===== config.mk =====
export PLATFORM = sky130hd
export DESIGN_NAME = mono_ro_emulator
export DESIGN_NICKNAME = d
export VERILOG_FILES = /design/src/rtl/mono_ro_emulator.sv
export SDC_FILE = /design/constraint.sdc
export NUM_CORES = 1
export LEC_CHECK = 0
export BUFFER_PORTS_ARGS = -buffer_cell sky130_fd_sc_hd__buf_2
export CAP_MARGIN = 20
export CORE_ASPECT_RATIO = 1.25
export CORE_MARGIN = 1
export CORE_UTILIZATION = 45
export DETAILED_ROUTE_END_ITERATION = 6
export PLACE_DENSITY_LB_ADDON = 0.1
export SLEW_MARGIN = 20
export SYNTH_ARGS = -nofsm -noshare
export SYNTH_HDL_FRONTEND = slang
export SYNTH_SLANG_ARGS = --single-unit

===== constraint.sdc =====
create_clock -name CLK -period 8.28 [get_ports CLK]
set_clock_uncertainty 0.05 [all_clocks]
set_input_delay 1.242 -clock CLK [delete_from_list [all_inputs] [get_ports CLK]]
set_output_delay 1.242 -clock CLK [all_outputs]
set_load 0.05 [all_outputs]

===== src/rtl/mono_ro_emulator.sv =====
// Transmit side of the MONOPIX2 Freeze/Read/TokOut/DataOut readout link.
// Hits are buffered in a FIFO and shifted out MSB first, one 27-bit word per Read edge.
module mono_ro_emulator #(
    parameter int DEPTH     = 16,
    parameter int CNT_WIDTH = 5
) (
    input  logic                 CLK,
    input  logic                 RST,
    input  logic                 ENABLE,
    input  logic                 HIT_WRITE,
    input  logic [5:0]           HIT_COL,
    input  logic [8:0]           HIT_ROW,
    input  logic [5:0]           HIT_LE,
    input  logic [5:0]           HIT_TE,
    output logic                 HIT_FULL,
    input  logic                 FREEZE,
    input  logic                 READ,
    output logic                 TOK_OUT,
    output logic                 DATA_OUT,
    output logic                 BUSY,
    output logic [CNT_WIDTH-1:0] HIT_COUNT,
    output logic [7:0]           LOST_CNT
);

    localparam int                   AW      = (DEPTH > 1) ? $clog2(DEPTH) : 1;
    localparam logic [CNT_WIDTH-1:0] DEPTH_C = CNT_WIDTH'(DEPTH);
    localparam logic [4:0]           LAST_BIT = 5'd26;

    typedef enum logic [1:0] {
        ST_IDLE  = 2'd0,
        ST_SHIFT = 2'd1
    } state_t;

    logic [26:0]          mem_r [DEPTH];
    logic [AW-1:0]        wr_ptr_r;
    logic [AW-1:0]        rd_ptr_r;
    logic [CNT_WIDTH-1:0] count_r;
    logic [CNT_WIDTH-1:0] count_s;
    logic [CNT_WIDTH-1:0] frozen_r;
    logic [CNT_WIDTH-1:0] frozen_s;
    logic                 freeze_d_r;
    logic                 read_d_r;
    state_t               state_r;
    state_t               state_s;
    logic [26:0]          shreg_r;
    logic [26:0]          shreg_s;
    logic [4:0]           bit_cnt_r;
    logic [4:0]           bit_cnt_s;
    logic                 busy_r;
    logic                 busy_s;
    logic                 tok_r;
    logic                 tok_s;
    logic                 full_r;
    logic                 full_s;
    logic [7:0]           lost_r;
    logic [7:0]           lost_s;
    logic                 push_s;
    logic                 drop_s;
    logic                 pop_s;
    logic                 read_edge_s;
    logic [26:0]          hit_word_s;

    assign hit_word_s  = {HIT_COL, HIT_ROW, HIT_LE, HIT_TE};
    // Fullness is judged on the registered flag, so a same-cycle pop never rescues a push.
    assign push_s      = HIT_WRITE & ENABLE & ~full_r;
    assign drop_s      = HIT_WRITE & ENABLE & full_r;
    assign read_edge_s = READ & ~read_d_r;

    assign HIT_FULL  = full_r;
    assign TOK_OUT   = tok_r;
    assign DATA_OUT  = shreg_r[26];
    assign BUSY      = busy_r;
    assign HIT_COUNT = count_r;
    assign LOST_CNT  = lost_r;

    // Readout FSM: load the head word on an accepted Read edge, then shift 27 bits.
    always_comb begin
        state_s   = state_r;
        shreg_s   = shreg_r;
        bit_cnt_s = bit_cnt_r;
        busy_s    = busy_r;
        pop_s     = 1'b0;
        case (state_r)
            ST_IDLE: begin
                if (read_edge_s && ENABLE && FREEZE && (frozen_r != '0)) begin
                    pop_s     = 1'b1;
                    shreg_s   = mem_r[rd_ptr_r];
                    bit_cnt_s = 5'd0;
                    busy_s    = 1'b1;
                    state_s   = ST_SHIFT;
                end else begin
                    shreg_s   = 27'd0;
                    bit_cnt_s = 5'd0;
                    busy_s    = 1'b0;
                end
            end
            ST_SHIFT: begin
                if (bit_cnt_r == LAST_BIT) begin
                    shreg_s   = 27'd0;
                    bit_cnt_s = 5'd0;
                    busy_s    = 1'b0;
                    state_s   = ST_IDLE;
                end else begin
                    shreg_s   = {shreg_r[25:0], 1'b0};
                    bit_cnt_s = bit_cnt_r + 5'd1;
                    busy_s    = 1'b1;
                end
            end
            default: begin
                shreg_s   = 27'd0;
                bit_cnt_s = 5'd0;
                busy_s    = 1'b0;
                state_s   = ST_IDLE;
            end
        endcase
    end

    // Occupancy, frozen-set size, token and loss counter next values.
    always_comb begin
        case ({push_s, pop_s})
            2'b10:   count_s = count_r + CNT_WIDTH'(1);
            2'b01:   count_s = count_r - CNT_WIDTH'(1);
            default: count_s = count_r;
        endcase

        if (!FREEZE) begin
            frozen_s = '0;
        end else if (!freeze_d_r) begin
            frozen_s = count_r;
        end else if (pop_s) begin
            frozen_s = frozen_r - CNT_WIDTH'(1);
        end else begin
            frozen_s = frozen_r;
        end

        full_s = (count_s == DEPTH_C);

        if (FREEZE) begin
            tok_s = (frozen_s != '0);
        end else begin
            tok_s = (count_s != '0);
        end

        if (drop_s && (lost_r != 8'd255)) begin
            lost_s = lost_r + 8'd1;
        end else begin
            lost_s = lost_r;
        end
    end

    // Control and status registers with synchronous reset.
    always_ff @(posedge CLK) begin
        if (RST) begin
            wr_ptr_r   <= '0;
            rd_ptr_r   <= '0;
            count_r    <= '0;
            frozen_r   <= '0;
            freeze_d_r <= 1'b0;
            read_d_r   <= 1'b0;
            state_r    <= ST_IDLE;
            shreg_r    <= 27'd0;
            bit_cnt_r  <= 5'd0;
            busy_r     <= 1'b0;
            tok_r      <= 1'b0;
            full_r     <= 1'b0;
            lost_r     <= 8'd0;
        end else begin
            if (push_s) begin
                wr_ptr_r <= wr_ptr_r + AW'(1);
            end else begin
                wr_ptr_r <= wr_ptr_r;
            end
            if (pop_s) begin
                rd_ptr_r <= rd_ptr_r + AW'(1);
            end else begin
                rd_ptr_r <= rd_ptr_r;
            end
            count_r    <= count_s;
            frozen_r   <= frozen_s;
            freeze_d_r <= FREEZE;
            read_d_r   <= READ;
            state_r    <= state_s;
            shreg_r    <= shreg_s;
            bit_cnt_r  <= bit_cnt_s;
            busy_r     <= busy_s;
            tok_r      <= tok_s;
            full_r     <= full_s;
            lost_r     <= lost_s;
        end
    end

    // Hit storage; contents are don't-care until the write pointer covers them.
    always_ff @(posedge CLK) begin
        if (push_s) begin
            mem_r[wr_ptr_r] <= hit_word_s;
        end
    end

endmodule

# [Word-level counts from Yosys, hierarchy flattened]
# Memories as Yosys holds them, arrays and structs flattened. A register that Yosys moved wholly into a read port is not among the register bits.
# Index checks and enable logic that the tools add are counted.
[word_totals] register_bits=65 ramBits=432 out_inout_bits=17 wordCells=65 memories=1
[op_classes] n_addsub=7 eq_ne=8 n_mux=19 bitwise_logic=7 n_reduce_logical=10
[mem_list] memory="mem_r" depth=16 width=27 rd=1 rd_ports_with_merged_regs=1 wr=1 line="34" source="logic [26:0] mem_r [DEPTH];"
[op_table] op="$mux 27" count=2
[op_table] op="$pmux 27 s2" count=1
[op_table] op="$mux 5" count=3
[op_table] op="$reduce_bool 5->1" count=3
[op_table] op="$add 5x1->5 const B" count=2
[op_table] op="$eq 5x5->1 const B" count=2
[op_table] op="$pmux 5 s2" count=1
[op_table] op="$sub 5x1->5 const B" count=2
[op_table] op="$add 4x1->4 const B" count=2
[op_table] op="$add 8x1->8 const B" count=1
[op_table] op="$mux 4" count=2
[op_table] op="$ne 8x8->1 const B" count=1
[op_table] op="$mux 1" count=6
[op_table] op="$and 1x1->1" count=4
[op_table] op="$eq 2x1->1 const B" count=2
[op_table] op="$logic_and 1x1->1" count=4
[op_table] op="$mux 2" count=2
[op_table] op="$ne 2x2->1 const B" count=2
[op_table] op="$pmux 2 s2" count=1
[op_table] op="$not 1->1" count=3
[op_table] op="$reduce_or 3->1" count=1
[op_table] op="$eq 2x2->1 const B" count=1
[op_table] op="$logic_not 2->1" count=1
[op_table] op="$pmux 1 s2" count=1
[op_table] op="$reduce_and 2->1" count=1

# [Logic depth before layout (Yosys ltp)]
[logic_depth] word_depth=12 ltp_mapped=12 ltp_nobuf=12

# [Least setup slack after synthesis]
# Ideal clock, no wire load.
[synth_timing] path_kind="input-to-reg" from="in ENABLE" to="mem mem_r[3][0] (enable)" setup_ns=0.445 t_arrival_ns=3.542 required_time_ns=7.785 setup_slack_ns=4.243 stages=4 n_path_buf=1 path_cell_list="and3b_1 -> buf_6 -> nand2_1 -> nor3_1"
[synth_between] elab_chain_len=4
[synth_rtl] item="from (decl)" line="9" source="input logic ENABLE,"
[synth_rtl] item="$and 1x1->1 (2 in a row)" line="65" source="assign push_s = HIT_WRITE & ENABLE & ~full_r;"
[synth_rtl] item="$mux 1" line="194" source="if (push_s) begin"
[synth_rtl] item="$mux 1 (implied by the code)" line="195" source="mem_r[wr_ptr_r] <= hit_word_s;"
[synth_rtl] item="to (decl)" line="34"
# No other way between the ends.

# [Final worst setup path]
[layout_timing] from="in ENABLE" to="mem mem_r[3][19] (enable)"
# Same word-level chain as after synthesis.

==> impl_summary.txt <==
----------------------------------------------------
[Synth]
  Yosys warning total ... 0
  Most common flop cell mapped by yosys ... edfxtp_1
  Async set-or-reset flop fraction in the synthesized netlist ... 0%
  Synth cell types ... 39
  Cell count after synthesis ... 940
  Portion of the post-synthesis area used by sequential elements ... 75.1%
  Nets in the synthesized netlist ... 985
  Post-synth EDFFs ... 432
  Flip-flop and latch count after synthesis ... 500
  Mean instance size in the synthesized netlist ... 20.3 sq um
  Area of the mapped netlist ... 19100 sq um

[STA]
  Least-Margin Pin Slew ... 1.08 ns
  Relative slew slack ... 28.1%
  Post-route setup TNS ... 0 ns
  Max Slew Vio Count ... 0
  Final critical path time including I/O delays and setup ... 3.29 ns
  Number of setup violations in the final report ... 0
  Unrepaired setup endpoints after global routing ... no
  Final number of hold-violating endpoints ... 0
  Fin crit share ... 39.8%
  Fmax ... 304 MHz

[Setup path]
  Number of cells on the worst reg-to-reg path ... 6
  Worst setup startpoint ... ENABLE
  Critical path required time ... 8.44 ns
  CP startpoint kind ... primary input
  Worst Path Class, Setup ... primary input to flip-flop
  Reg-to-reg slack, setup ... 5.14 ns
  CP Data Arrival Time ... 3.45 ns
  Reg2Reg Capture Point ... shreg_r[26]
  Element type at the critical path end ... flip-flop
  Critical-path maximum fanout ... 20

[Placement]
  I/O Buffers ... 49
  Global placer's final weighted congestion ... 0.717
  Dpl cells ... 1522
  Post-DP HPWL ... 20.6 mm
  Post-placement cell area ... 20100 sq um

[Clock network]
  Cts bufs inserted ... 50
  TritonCTS clock tree ... yes
  PostCTS Resize Cnt ... 0
  Number of buffers added to fix hold violations after cts ... 0
  H-tree level count ... 2
  Post-CTS Setup Repair Bufs ... 0
  Sink Count ... 500
  Root buffer cell ... clkbuf_16
  Clock insertion delay at the later pin of the skew report ... 0.56 ns
  Max Root-Sink Buffers ... 3
  Clock transition at the register clock pins on the worst setup and hold paths after CTS ... 0.06 ns

[Floorplan]
  Initial Utilization ... 45.5%
  Floorplan Core Area ... 41900 sq um
  Die width ... 186 microns
  Die boundary height ... 232 microns
  Number of rows in the core area ... 84
  Count of pins on the block boundary ... 50
  Area enclosed by the die boundary ... 43200 sq um

[Min path]
  Origin of the worst min-delay path ... shreg_r[9]
  Hold-critical path endpoint ... shreg_r[10]
  Hold WC Path Type ... flip-flop to flip-flop
  Min-Delay Path Depth ... 2

[Final layout]
  Number of inserted diodes ... 0
  Area taken by multi-input logic gates ... 4500 sq um
  Final #Nets ... 1061
  Fraction of final layout cells sized beyond drive strength 1 ... 28.7%
  Non-filler cells in the finished layout ... 1616
  Layout fillers ... 3337
  Final non-filler cell area ... 21700 sq um
  Register cell area after layout ... 14300 sq um
  Area added between synthesis and finish ... 13.5%

[Power]
  Share of total power in sequential cells ... 54.9%
  Proportion of power drawn by the clock network ... 42.7%
  PnR Total Power ... 0.00502 W
  Static leakage ... 6.85 nW
  Share of total power consumed by net switching ... 20.0%
  Power density over the cells ... 232 nW/um^2
  Worst-case vdd ir drop ... 0.000251 V
  Internal power ... 0.00402 W
  Combinational cell fraction of total power ... 2.4%
  Psw ... 0.00100 W

[Detailed routing]
  Post-detailed-route count of antenna-violating nets ... 0
  Detailed Route Iter0 Violations ... 585
  Avg Vias per Cell ... 5.45
  DR WL/cell ... 24.2 microns
  DRT Wirelength ... 39.1 mm
  Via Count ... 8812
  DRC ... 0
  Detailed-router iteration count before antenna repair ... 4

[GRT]
  Largest net degree at the start of global routing ... 76
  First-pass GRT wire length ... 59.0 mm
  GRT overflow ... 0
  Vias in the first global route ... 9261
  Number of antenna violations at the first check in global routing ... 1
  Total global-route track usage ... 19.1%

[Run status]
  Status ... finished clean

[Run]
  Count of max-cap constraint violations ... 0

----------------------------------------------------
## how the worst max path moves through the flow
stage | endpoint | slack [ns] | cells past startpoint
global placement | mem_r[1][17] | 4.42 | 5
CTS | mem_r[3][19] | 4.96 | 5
global route | mem_r[1][22] | 4.84 | 5
finish | mem_r[3][19] | 4.99 | 5
detailed placement | mem_r[3][17] | 4.38 | 5
floorplan | mem_r[3][0] | 4.24 | 4
## area by class of cell
cell class | instances | share of cell area (%)
Timing Repair Buffer | 71 | 2.04
Inverter | 33 | 0.572
Clock inverter | 26 | 0.716
Clock buffer | 67 | 6.50
Multi-Input combinational cell | 360 | 20.7
Sequential cell | 500 | 66.2
Tap cell | 559 | 3.23
## critical path, cell delays in order
cell and delay, ns:
buf_2 0.10, and3b_1 0.45, nand2_1 0.34, nor3_2 0.77, buf_4 0.52
## logic make-up (layout without fill, tap and decap cells)
logic type,after synthesis,after routing,synth area share (%)
AO/OA/AOI/OAI,51,51,1.57
buffers and inverters,80,197,1.92
flip-flops,500,500,75.1
multiplexers,142,142,16.2
AND/OR/NAND/NOR,131,131,3.29
XOR/XNOR,24,24,1.10
adder cells (fa/ha/maj),12,12,0.787
## synth_stat cells (2+ instances only)
| cell | n | area share [%] |
|---|---|---|
| edfxtp_1 | 432 | 68 |
| mux4_2 | 134 | 16 |
| dfxtp_1 | 68 | 7.1 |
| nor2_1 | 49 | 0.96 |
| nand2_1 | 39 | 0.77 |
| inv_1 | 33 | 0.65 |
| clkbuf_1 | 22 | 0.43 |
| o21ai_1 | 17 | 0.45 |
| xor2_1 | 17 | 0.78 |
| buf_2 | 14 | 0.37 |
| o21ai_0 | 14 | 0.37 |
| ha_1 | 12 | 0.79 |
| mux2i_1 | 8 | 0.42 |
| nand2b_1 | 8 | 0.26 |
| a21oi_1 | 7 | 0.18 |
| nor3_1 | 7 | 0.18 |
| xnor2_1 | 7 | 0.32 |
| buf_6 | 6 | 0.35 |
| nand3_1 | 6 | 0.16 |
| a211oi_1 | 5 | 0.20 |
| nand4_1 | 5 | 0.16 |
| buf_1 | 4 | 0.079 |
| or3_1 | 4 | 0.13 |
| a41oi_1 | 2 | 0.092 |
| and3b_1 | 2 | 0.092 |
| nand3b_1 | 2 | 0.079 |
| nor2b_1 | 2 | 0.066 |
| nor3b_1 | 2 | 0.079 |
| nor4b_2 | 2 | 0.16 |
## power by group through the flow
stage	logic, W	clock network (W)	registers [W]
CTS	0.000121	0.00220	0.00276
floorplan	0.0000625	0	0.00281
finish	0.000119	0.00214	0.00276
global placement	0.000119	0	0.00281
global route	0.000131	0.00229	0.00276
detailed placement	0.000121	0	0.00281
## per-layer routing
layer  up-vias  track usage [%]  wire [microns]  share of wire [%]
met3        52             2.87            1320                3.4
li1       3920                -               -                  -
met2       155             32.8           20100                 51
met5         -                0              12              0.031
met4         2             4.66             687                1.8
met1      4683             25.4           17000                 43
## cells in the final DEF, fill, tap and decap left out, drive strengths merged, types with 4 or more instances in the layout
| cell type | instances |
|---|---|
| nand2b | 8 |
| or3 | 4 |
| nand4 | 5 |
| xnor2 | 7 |
| nor3 | 7 |
| ha | 12 |
| dfxtp | 68 |
| nor2 | 49 |
| mux4 | 134 |
| mux2i | 8 |
| nand2 | 39 |
| o21ai | 31 |
| buf | 71 |
| clkbuf | 67 |
| xor2 | 17 |
| clkinv | 22 |
| edfxtp | 432 |
| a21oi | 7 |
| nand3 | 6 |
| inv | 34 |
| a211oi | 5 |
## flip-flops by register name, summed over array words and instances (netlist names), named ones only
name	count
HIT_COUNT	5
state_r	1
shreg_r	27
bit_cnt_r	5
HIT_FULL	1
rd_ptr_r	4
mem_r	432
frozen_r	5
wr_ptr_r	4
freeze_d_r	1
BUSY	1
read_d_r	1
LOST_CNT	8
TOK_OUT	1
## through the flow
stage	setup WS (ns)	hold WS (ns)	util, %
3_3_place_gp	4.42	0.358	47.9
4_1_cts	4.96	0.383	51.6
6_report	4.99	0.381	51.7
3_5_place_dp	4.38	0.367	47.9
5_1_grt	4.84	0.400	51.7
2_1_floorplan	4.24	0.351	-
No activity file was read; power rests on OpenSTA's default activity.
